<file path="src/rtl/uart_tx_arbiter.sv">
// Round-robin arbiter sharing one uart_tx serializer among NREQ byte producers.
// Latches the winning byte, drives the start/data handshake and tracks busy/done.
module uart_tx_arbiter #(
    parameter int NREQ      = 4,
    parameter int DATA_W    = 8,
    parameter int START_TMO = 16
) (
    input  logic                   clk,
    input  logic                   reset,
    input  logic [NREQ-1:0]        req,
    input  logic [NREQ*DATA_W-1:0] req_data,
    output logic [NREQ-1:0]        ack,
    output logic                   tx_start,
    output logic [DATA_W-1:0]      tx_data,
    input  logic                   tx_busy,
    input  logic                   tx_done,
    output logic [2:0]             cur_id,
    output logic                   arb_busy,
    output logic                   start_err
);

    localparam int CNT_W = $clog2(START_TMO + 1);

    typedef enum logic [1:0] {IDLE, LAUNCH, WAIT_BUSY, WAIT_DONE} state_t;

    state_t             state;
    logic [2:0]         last;
    logic [CNT_W-1:0]   tmo_cnt;

    logic               grant_vld;
    logic [2:0]         grant_idx;
    logic [NREQ-1:0]    grant_oh;
    logic [DATA_W-1:0]  grant_byte;

    // Scan offsets from farthest to nearest so the nearest pending requester after 'last' wins.
    always_comb begin
        grant_vld  = 1'b0;
        grant_idx  = '0;
        grant_oh   = '0;
        grant_byte = '0;
        for (int s = NREQ; s >= 1; s--) begin
            for (int j = 0; j < NREQ; j++) begin
                if (req[j] && (((int'(last) + s) % NREQ) == j)) begin
                    grant_vld   = 1'b1;
                    grant_idx   = 3'(j);
                    grant_oh    = '0;
                    grant_oh[j] = 1'b1;
                    grant_byte  = req_data[j*DATA_W +: DATA_W];
                end
            end
        end
    end

    assign arb_busy = (state != IDLE);

    always_ff @(posedge clk) begin
        if (reset) begin
            state     <= IDLE;
            ack       <= '0;
            tx_start  <= 1'b0;
            tx_data   <= '0;
            cur_id    <= '0;
            start_err <= 1'b0;
            last      <= 3'(NREQ - 1);
            tmo_cnt   <= '0;
        end else begin
            ack       <= '0;
            start_err <= 1'b0;
            case (state)
                IDLE: begin
                    if (grant_vld && !tx_busy) begin
                        tx_data <= grant_byte;
                        cur_id  <= grant_idx;
                        last    <= grant_idx;
                        ack     <= grant_oh;
                        state   <= LAUNCH;
                    end
                end
                LAUNCH: begin
                    tx_start <= 1'b1;
                    tmo_cnt  <= '0;
                    state    <= WAIT_BUSY;
                end
                WAIT_BUSY: begin
                    // A done arriving together with busy means the frame already finished.
                    if (tx_busy) begin
                        tx_start <= 1'b0;
                        state    <= tx_done ? IDLE : WAIT_DONE;
                    end else if (tmo_cnt == CNT_W'(START_TMO - 1)) begin
                        start_err <= 1'b1;
                        tx_start  <= 1'b0;
                        state     <= IDLE;
                    end else begin
                        tmo_cnt <= tmo_cnt + 1'b1;
                    end
                end
                WAIT_DONE: begin
                    if (tx_done) begin
                        state <= IDLE;
                    end
                end
                default: state <= IDLE;
            endcase
        end
    end

endmodule

</file>
<file path="config.mk">
export PLATFORM = sky130hd
export DESIGN_NAME = uart_tx_arbiter
export DESIGN_NICKNAME = d
export VERILOG_FILES = /design/src/rtl/uart_tx_arbiter.sv
export SDC_FILE = /design/constraint.sdc
export NUM_CORES = 1
export LEC_CHECK = 0
export ABC_AREA = 1
export BUFFER_PORTS_ARGS = -buffer_cell sky130_fd_sc_hd__buf_4
export CORE_ASPECT_RATIO = 0.6
export CORE_MARGIN = 4
export CORE_UTILIZATION = 25
export CTS_BUF_LIST = sky130_fd_sc_hd__clkbuf_2 sky130_fd_sc_hd__clkbuf_4 sky130_fd_sc_hd__clkbuf_8
export DETAILED_ROUTE_END_ITERATION = 10
export HOLD_SLACK_MARGIN = 0.05
export PLACE_DENSITY = 0.42
export SYNTH_ARGS = -nofsm -noshare
export SYNTH_HDL_FRONTEND = slang
export SYNTH_SLANG_ARGS = --single-unit
</file>
<file path="constraint.sdc">
create_clock -name clk -period 4.5 [get_ports clk]
set_input_delay 0.45 -clock clk [delete_from_list [all_inputs] [get_ports clk]]
set_output_delay 0.45 -clock clk [all_outputs]
set_load 0.05 [all_outputs]
</file>
; Yosys cells after proc, flatten, opt, wreduce, memory -nomap -nowiden
; Index checks and enable logic that the tools add are counted.
[classes]
n_addsub = 5
eq_ne = 21
muxes = 76
bitwise = 7
n_reduce_logical = 38
[ops]
columns = op, count
row1 = $logic_not A32 Y1, 4
row2 = $mux W8, 16
row3 = $mux W4, 15
row4 = $mux W3, 14
row5 = $eq A3 B3 Y1 const B, 8
row6 = $mux W1, 21
row7 = $logic_and A1 B1 Y1, 17
row8 = $eq A3 B2 Y1 const B, 4
row9 = $mux W2, 5
row10 = $mux W5, 2
row11 = $pmux W5 S2, 1
row12 = $ne A2 B2 Y1 const B, 4
row13 = $pmux W2 S4, 1
row14 = $reduce_or A2 Y1, 4
row15 = $reduce_and A3 Y1, 2
row16 = $reduce_or A3 Y1, 2
row17 = $reduce_or A6 Y1, 1
row18 = $add A5 B1 Y5 const B, 1
row19 = $eq A5 B4 Y1 const B, 1
row20 = $reduce_or A5 Y1, 1
row21 = $add A2 B1 Y2 const B, 2
row22 = $add A2 B2 Y2 const B, 2
row23 = $and A1 B1 Y1 const A, 4
row24 = $eq A2 B2 Y1 const B, 2
row25 = 9 further kinds, 13
[word_totals]
register_bits = 26
inputBits = 40
output_inout_bits = 18

; Logic depth before layout (Yosys ltp)
; Gate-level depths: netlist (run 1).
[logic_depth]
depth_word = 24
ltp_mapped = 19
depth_no_buf = 18

; Worst setup path after synthesis (run 1)
; OpenSTA, ideal clock, no wires.
[synth_timing]
path_kind = register -> register
from = reg last[1]
to = reg tx_data[1]
setup_time_ns = 0.122
t_arrival_ns = 1.539
t_required_ns = 4.378
setup_slack_ns = 2.839
stages_incl_launch_ff = 14
path_cell_list = dfxtp_1 buf_6 nand2_8 nor2_4 inv_2 nand2_4 inv_2 nand4_2 o21ai_2 nor2_4 inv_4 buf_8 a211oi_2 a21oi_2
[synth_via]
elab_chain_len = 23
word_cells_on_any_way = 78
classes_between = add/sub (4) / eq/ne (12) / mux (32) / bitwise (4) / reduce/logical (26)
[synth_lines]
columns = element, line_no
row1 = start: declaration, 27  ; logic [2:0] last;
row2 = start signal: assignment, 64  ; last <= 3'(NREQ - 1);
row3 = start signal: assignment, 74  ; last <= grant_idx;
row4 = $add A2 B1 Y2, 43  ; if (req[j] && (((int'(last) + s) % NREQ) == j)) begin
row5 = $reduce_or A2 Y1 (no source line), -
row6 = $and A1 B1 Y1 (no source line), -
row7 = $logic_not A32 Y1, 43
row8 = $logic_and A1 B1 Y1, 43
row9 = $mux W1 (16 in a row), 43
row10 = $logic_and A1 B1 Y1, 71  ; if (grant_vld && !tx_busy) begin
row11 = $reduce_and A2 Y1 (no source line), -
row12 = end signal: assignment, 72  ; tx_data <= grant_byte;
row13 = end: declaration, 14  ; output logic [DATA_W-1:0] tx_data,
; Several ways; a longest one is shown, not always the timed one.
; A chain may end at the register's enable or synchronous reset.

; Worst setup path after layout (run 1)
[layout_timing]
from = reg last[1]
to = reg tx_data[5]
; Same word-level chain as after synthesis.

==> key figures, run 1 <==
Die
  – Core ar.: about 11,000 um2
  – DIE HEIGHT: between 90 and 100 um
  – Site row count: 30
  – Die Footprint: between 10,000 and 15,000 um2
  – I/O Pins: a little under 60
  – Die width: between 100 and 150 um
  – Initial cell density of the core: 0.2553

STA
  – Tmin final: around 2700 ps
  – Number of failing hold endpoints at the final stage: 0
  – Worst slew pin tran: 908.9 ps
  – Final Hold Slack: 355.4 ps
  – Pins Over Slew Limit: 0
  – Max Fclk: around 370 MHz
  – Max transition margin: 0.3932
  – Period utilisation layout: 0.6042
  – Total negative slack: 0 ps
  – Setup violations, final: 0
  – Fin Clk Skew: slightly above 3 ps
  – Unrepaired setup endpoints after global routing: false

Routing
  – Drt drc: 0
  – Via-to-Cell Ratio: between 4 and 5
  – Routed wire length: between 10,000 and 15,000 um
  – Total number of vias: a little over 3,000
  – Routed len/inst: roughly 16 um
  – Drt initial violations: between 200 and 300
  – ANT nets after route: 0
  – DR pass1 iterations: 4

Setup path
  – CP Max Fanout: 13
  – Ordered list of cells on the worst path: nand2_8 > nor2_4 > inv_2 > nand2_4 > inv_2 > nand4_2 > o21ai_2 > nor2_4 > inv_4 > a21oi_1 > nand2_1 > a21oi_2
  – Critical path capture point type: flip-flop
  – Crit path DAT: between 2000 and 3000 ps
  – CP startpoint kind: flip-flop
  – Critical Path Max Stage Delay: 930 ps
  – Critical setup path kind: reg2reg
  – Crit path max-delay cell type: dfxtp_1
  – Worst path required time: 4710 ps

Global routing
  – Vias in the first global route: 3,028
  – Total GRT Usage: 0.1565
  – First-pass GRT wire length: 16,750 um
  – Congestion Overflow GR: 0
  – Initial antenna violation count: 0
  – Largest net degree at the start of global routing: 16

Clock tree
  – Setup Fix Bufs, Post-CTS: 0
  – Clk_lat worst skew: between 200 and 300 ps
  – Clock Sink Count: 25
  – Post_cts resized: 0
  – Clk buf depth: 2
  – TritonCTS buffer count: 3
  – Root Buffer: clkbuf_8
  – Clock transition at path regs: roughly 90 ps
  – CTS tree: done
  – Hold_buf cts: 0
  – H-Tree Depth: 1

Final layout
  – Diodes inserted: 0
  – Fillers: 1,248
  – Design area: 3415 um2
  – Area Growth Syn to Fin: 18.39%
  – Finished Core Util: 0.3022
  – Nets: ~530
  – Layout cells sized above 1: 0.2901

Power
  – Total net switching power: ~1.2 mW
  – Switching part of the total: 0.5853
  – Total Power: roughly 2.0 mW
  – Clk pwr share: 0.072
  – Worst IR Drop VDD: between 200 and 300 uV
  – Pleak: around 1.6 nW
  – Combinational cell fraction of total power: 0.735
  – Cell Int Power: around 800 uW
  – Register share of total power: 0.193
  – Pwr dens: about 580 nW/um2

Logic synthesis
  – Yosys reg bits: 25
  – Synth warn: 0
  – Yosys top cell area share: 0.1735
  – Yosys cell types: 45
  – Sequential-to-total area share from yosys stat: 0.1735
  – Area leader, netlist: dfxtp_1
  – Ranking of synthesized cells by area: dfxtp_1 (17%), nand2_1 (12%), a21oi_1 (7.6%)
  – Post-Syn Area: a little under 3000 um2
  – Synthesized instance count: about 440
  – EDFF count, synth: 0
  – Async S/R FF share, synth: 0
  – Ys flop type: dfxtp_1
  – Mean Syn Cell Area: about 6.5 um2
  – Syn_nets: 489

Placement
  – Cell area after placement: approximately 3400 um2
  – HPWL after detailed placement: ~8900 um
  – Port buffer count: 56
  – Gpl congestion: between 0.9 and 1

Flow run
  – Max-cap violations: 0

Hold path
  – Worst hold path class: in2reg

Outcome
  – Status: completed
through the flow:
step	setup slack, ps	std cells
global route	1530	646
floorplan	2839	443
finish	1781	646
CTS	1785	646
detailed placement	1810	642
global placement	1902	642
cell families after synthesis:
| group | Yosys count | synth area share |
|---|---|---|
| AO/OA/AOI/OAI | 123 | 0.2668 |
| adder cells (fa/ha/maj) | 6 | 0.02603 |
| buffers and inverters | 84 | 0.1423 |
| flip-flops | 25 | 0.1735 |
| other | 1 | 0.001300 |
| AND/OR/NAND/NOR | 204 | 0.3900 |
cell usage in the layout (no fill, tap or decap), types with 3 or more instances in the layout:
cell type	Yosys	final
buf_4	3	56
a21oi_1	44	44
nand3_1	15	15
or2_2	3	3
a211oi_1	5	5
a21oi_2	11	11
dfxtp_1	25	25
nand2_4	7	7
nand2_2	12	12
nor2_4	6	6
o21ai_2	3	3
nand3_4	8	8
ha_1	6	6
nor2_2	4	4
inv_2	10	10
a211oi_2	6	6
clkbuf_8	0	3
o211ai_1	3	3
inv_1	52	52
nor3_1	10	10
a221oi_1	4	4
nor2_1	40	40
o21ai_0	26	26
o21ai_1	12	12
o22ai_1	5	5
nand2_1	90	90
worst max-delay path: cells and delay by family (launching register included):
kind | cells | cell delay, ps
AOI/OAI and AO/OA | 3 | 360
buffers and inverters | 3 | 370
DFF | 1 | 930
and+or+nand+nor | 6 | 1000
sequential cells by signal (all words and copies together), names as in the netlist:
signal,cells
tx_data,8
tmo_cnt,5
ack,4
cur_id,2
last,2
state,2
start_err,1
tx_start,1
routing by layer:
layer | up-vias | part of all wire | global-route usage
met3 | 4 | 0.067 | 0.03342
li1 | 1558 | - | -
met1 | 1436 | 0.53 | 0.2507
met5 | - | 0 | 0
met2 | 110 | 0.39 | 0.2172
met4 | 0 | 0.0037 | 0.01252
synth_stat cells (6+ instances only):
library cell / count
nor2_1: 40
nand2_1: 90
o21ai_1: 12
nand3_1: 15
a21oi_1: 44
nand3_4: 8
nor3_1: 10
inv_1: 52
dfxtp_1: 25
inv_2: 10
nand2_2: 12
nand2_4: 7
a21oi_2: 11
a211oi_2: 6
o21ai_0: 26
nor2_4: 6
ha_1: 6
power groups by stage:
stage | combinational, mW | clock (mW) | sequential, mW
floorplan | 1.04 | 0 | 0.479
global placement | 1.45 | 0 | 0.388
detailed placement | 1.45 | 0 | 0.385
CTS | 1.45 | 0.150 | 0.381
global route | 1.60 | 0.158 | 0.390
finish | 1.45 | 0.143 | 0.380
area by class of cell:
class | count | area [um2] | share of cell area
multi-input combinational | 334 | 1973 | 0.5779
sequential | 25 | 500.5 | 0.1466
timing repair buffer | 56 | 420.4 | 0.1231
inverter | 67 | 271.5 | 0.07952
tap | 160 | 200.2 | 0.05863
clock buffer | 4 | 48.80 | 0.01429
final timing paths:
| kind | from | endpoint | slack (ps) | cells after the start |
|---|---|---|---|---|
| hold reg to reg | tmo_cnt[4]$_SDFFE_PP0P_ | tmo_cnt[4]$_SDFFE_PP0P_ | 470 | 2 |
| setup / recovery | last[1]$_SDFFE_PP1N_ | tx_data[5]$_SDFFE_PP0N_ | 1780 | 12 |
| hold / removal | tx_busy | start_err$_SDFF_PP0_ | 360 | 2 |
| setup reg to reg | last[1]$_SDFFE_PP1N_ | tx_data[5]$_SDFFE_PP0N_ | 1780 | 12 |
No activity file was read; power rests on OpenSTA's default activity.
==> inputs of run 2 (changes only) <==
Settings changed: PLACE_DENSITY 0.42 to 0.43.
Clock period 4.5 ns to 2.4 ns, I/O delays scaled along.
==> run 2 against run 1 <==
Compared with the run above: via count increased by 1.5%; combinational power increased by 100%; sequential power increased by 63%; critical endpoint is now tx_data[0]$_SDFFE_PP0N_; largest cell class unchanged; non-clock buffer count increased by 8; clock power increased by 84%; critical path depth increased by 5; flip-flop and latch count unchanged; total power increased by 92%; die area unchanged.
==> key figures, run 2 (synthesized netlist as in run 1, its figures left out) <==
Clock tree
  – Clk buf depth: 2 (unchanged)
  – CTS tree: done
  – TritonCTS buffer count: 3 (unchanged)
  – Setup Fix Bufs, Post-CTS: 0 (unchanged)
  – Clk_lat worst skew: 270 ps (about the same)
  – Post_cts resized: 0 (unchanged)
  – Root Buffer: clkbuf_8
  – H-Tree Depth: 1 (unchanged)
  – Hold_buf cts: 0 (unchanged)
  – Clock Sink Count: 25 (unchanged)
  – Clock transition at path regs: 80 ps (about the same)

Setup path
  – Critical Path Max Stage Delay: 370 ps (-560 ps)
  – CP startpoint kind: flip-flop
  – Crit path max-delay cell type: dfxtp_1
  – Most used cell, CP: nand2_1
  – RR Endpoint: tx_data[0]$_SDFFE_PP0N_
  – Crit path DAT: 2230 ps (-700 ps)
  – CP Max Fanout: 14 (+1)
  – Critical path capture point type: flip-flop
  – R2R depth: 17 (+5)
  – Ordered list of cells on the worst path: buf_12 > inv_8 > nand3_4 > inv_1 > a21oi_2 > nand2_1 > nand2_1 > o21ai_1 > nand2_1 > nand2_1 > nand2_1 > nand2_1 > nand2_1 > nand2_1 > nand2_1 > nand2_1 > a21oi_2
  – Worst path required time: 2610 ps (-2100 ps)
  – Critical setup path kind: reg2reg
  – Critical R2R Launch: last[0]$_SDFFE_PP1N_
  – Flop2flop setup slack: 380 ps (-1400 ps)

Final layout
  – Top flop regs: tx_data: 8 flops, tmo_cnt: 5 flops, ack: 4 flops
  – Max reg flops: 8 (unchanged)
  – Design area: 3500 um2 (+2.5%)
  – Area Growth Syn to Fin: 21.35%
  – Nets: 541 (+1.5%)
  – Layout cells sized above 1: 0.3016 (+0.01150)
  – Finished Core Util: 0.3097 (+0.007530)
  – Diodes inserted: 0 (unchanged)
  – Commonest non-fill, non-tap cell in the layout: nand2_1
  – Commonest cells after routing, fill and taps aside: nand2_1 (90), buf_4 (62), inv_1 (52), a21oi_1 (44), nor2_1 (40)
  – Biggest register: tx_data
  – Fillers: 1,265 (+1.4%)

Global routing
  – Initial antenna violation count: 0 (unchanged)
  – First-pass GRT wire length: 16,380 um (-2.2%)
  – Total GRT Usage: 0.1545 (-0.002004)
  – Congestion Overflow GR: 0 (unchanged)
  – Largest net degree at the start of global routing: 16 (unchanged)
  – Vias in the first global route: 3,071 (+1.4%)

STA
  – Number of failing hold endpoints at the final stage: 0 (unchanged)
  – Period utilisation layout: 0.8404 (+0.2361)
  – Max transition margin: 0.6598 (+0.2666)
  – Tmin final: 2017 ps (-702.2 ps)
  – Unrepaired setup endpoints after global routing: false
  – Total negative slack: 0 ps (unchanged)
  – Worst slew pin tran: 509.7 ps (-399.2 ps)
  – Pins Over Slew Limit: 0 (unchanged)
  – Fin Clk Skew: 2.731 ps (-0.2944 ps)
  – Setup WS post-layout: 383.1 ps (-1398 ps)
  – Max Fclk: 495.8 MHz (+35%)
  – Setup violations, final: 0 (unchanged)

Die
  – Die Footprint: 13,370 um2 (unchanged)
  – Die width: 146.7 um (unchanged)
  – DIE HEIGHT: 91.20 um (unchanged)
  – I/O Pins: 58 (unchanged)
  – Initial cell density of the core: 0.2553 (unchanged)
  – Site row count: 30 (unchanged)
  – Core ar.: 11,300 um2 (unchanged)

Power
  – Pwr dens: 1084 nW/um2 (+87%)
  – Pleak: 1.666 nW (+3.1%)
  – Worst IR Drop VDD: 543.2 uV (+82%)

Flow run
  – Max-cap violations: 0 (unchanged)

Placement
  – Cell area after placement: 3451 um2 (+2.5%)
  – Pre-CTS WS: 404.8 ps (-1405 ps)
  – Gpl congestion: 0.9141 (-3.0%)
  – Port buffer count: 56 (unchanged)
  – HPWL after detailed placement: 8735 um (-1.5%)

Routing
  – Routed len/inst: 15.74 um (-3.5%)
  – Drt drc: 0 (unchanged)
  – Drt initial violations: 253 (-1.2%)
  – DR pass1 iterations: 5 (+1)
  – Via-to-Cell Ratio: 4.824 (+0.27%)
  – ANT nets after route: 0 (unchanged)
  – Total number of vias: 3,155 (+1.5%)
  – Routed wire length: 10,290 um (-2.3%)

Hold path
  – Hold Crit Start: tx_busy
  – Min-Delay Endpoint: start_err$_SDFF_PP0_
  – WHS Path Cells: 2 (unchanged)
  – Worst hold path class: in2reg

Outcome
  – Status: completed
-- run 2: cell types whose count changed in the layout (fill, tap and decap cells not counted), sizes merged --
cell	previous run	this run
buf	56	64
-- run 2: stage by stage --
step                      power (mW)  hold WS (ps)  cells
after floorplan                2.843         316.8    443
after global placement         3.533         437.4    650
after detailed placement       3.528         435.7    650
after CTS                      3.812         130.1    654
after global routing           4.149         128.2    654
final                          3.793         141.8    654
-- run 2: cell type report --
| type | instances | area [um2] | area share |
|---|---|---|---|
| multi-input cells | 334 | 1973 | 0.5638 |
| repair buffers | 64 | 505.5 | 0.1444 |
| flip-flops and latches | 25 | 500.5 | 0.1430 |
| inverters | 67 | 271.5 | 0.07758 |
| well taps | 160 | 200.2 | 0.05720 |
| clock buffers | 4 | 48.80 | 0.01394 |
-- run 2: report_power, final --
| part | switching (mW) | internal, mW |
|---|---|---|
| registers | 0.0865 | 0.533 |
| clock network | 0.133 | 0.130 |
| logic | 1.95 | 0.960 |
-- run 2: worst max path at each step --
stage | endpoint | slack, ps | startpoint
after global routing | tmo_cnt[3]$_SDFFE_PP0P_ | 140 | tmo_cnt[0]$_SDFFE_PP0P_
after global placement | tx_data[0]$_SDFFE_PP0N_ | 430 | last[0]$_SDFFE_PP1N_
after detailed placement | tx_data[0]$_SDFFE_PP0N_ | 400 | last[0]$_SDFFE_PP1N_
final | tx_data[0]$_SDFFE_PP0N_ | 380 | last[0]$_SDFFE_PP1N_
after floorplan | tx_data[1]$_SDFFE_PP0N_ | 740 | last[1]$_SDFFE_PP1N_
after CTS | tx_data[0]$_SDFFE_PP0N_ | 390 | last[0]$_SDFFE_PP1N_
-- run 2: metal layers --
metal	global-route usage	wire length (um)	vias to the layer above
met3	0.03441	761	4
met5	0	0	-
met2	0.2141	4090	121
met1	0.2435	5390	1461
met4	0.02113	48	0
li1	-	-	1569
-- run 2: critical path: cells and delay by family, from the launching register on --
| family | cells | cell delay (ps) |
|---|---|---|
| AND/OR/NAND/NOR | 11 | 770 |
| buffers and inverters | 3 | 410 |
| AO/OA/AOI/OAI | 3 | 400 |
| flip-flops | 1 | 370 |
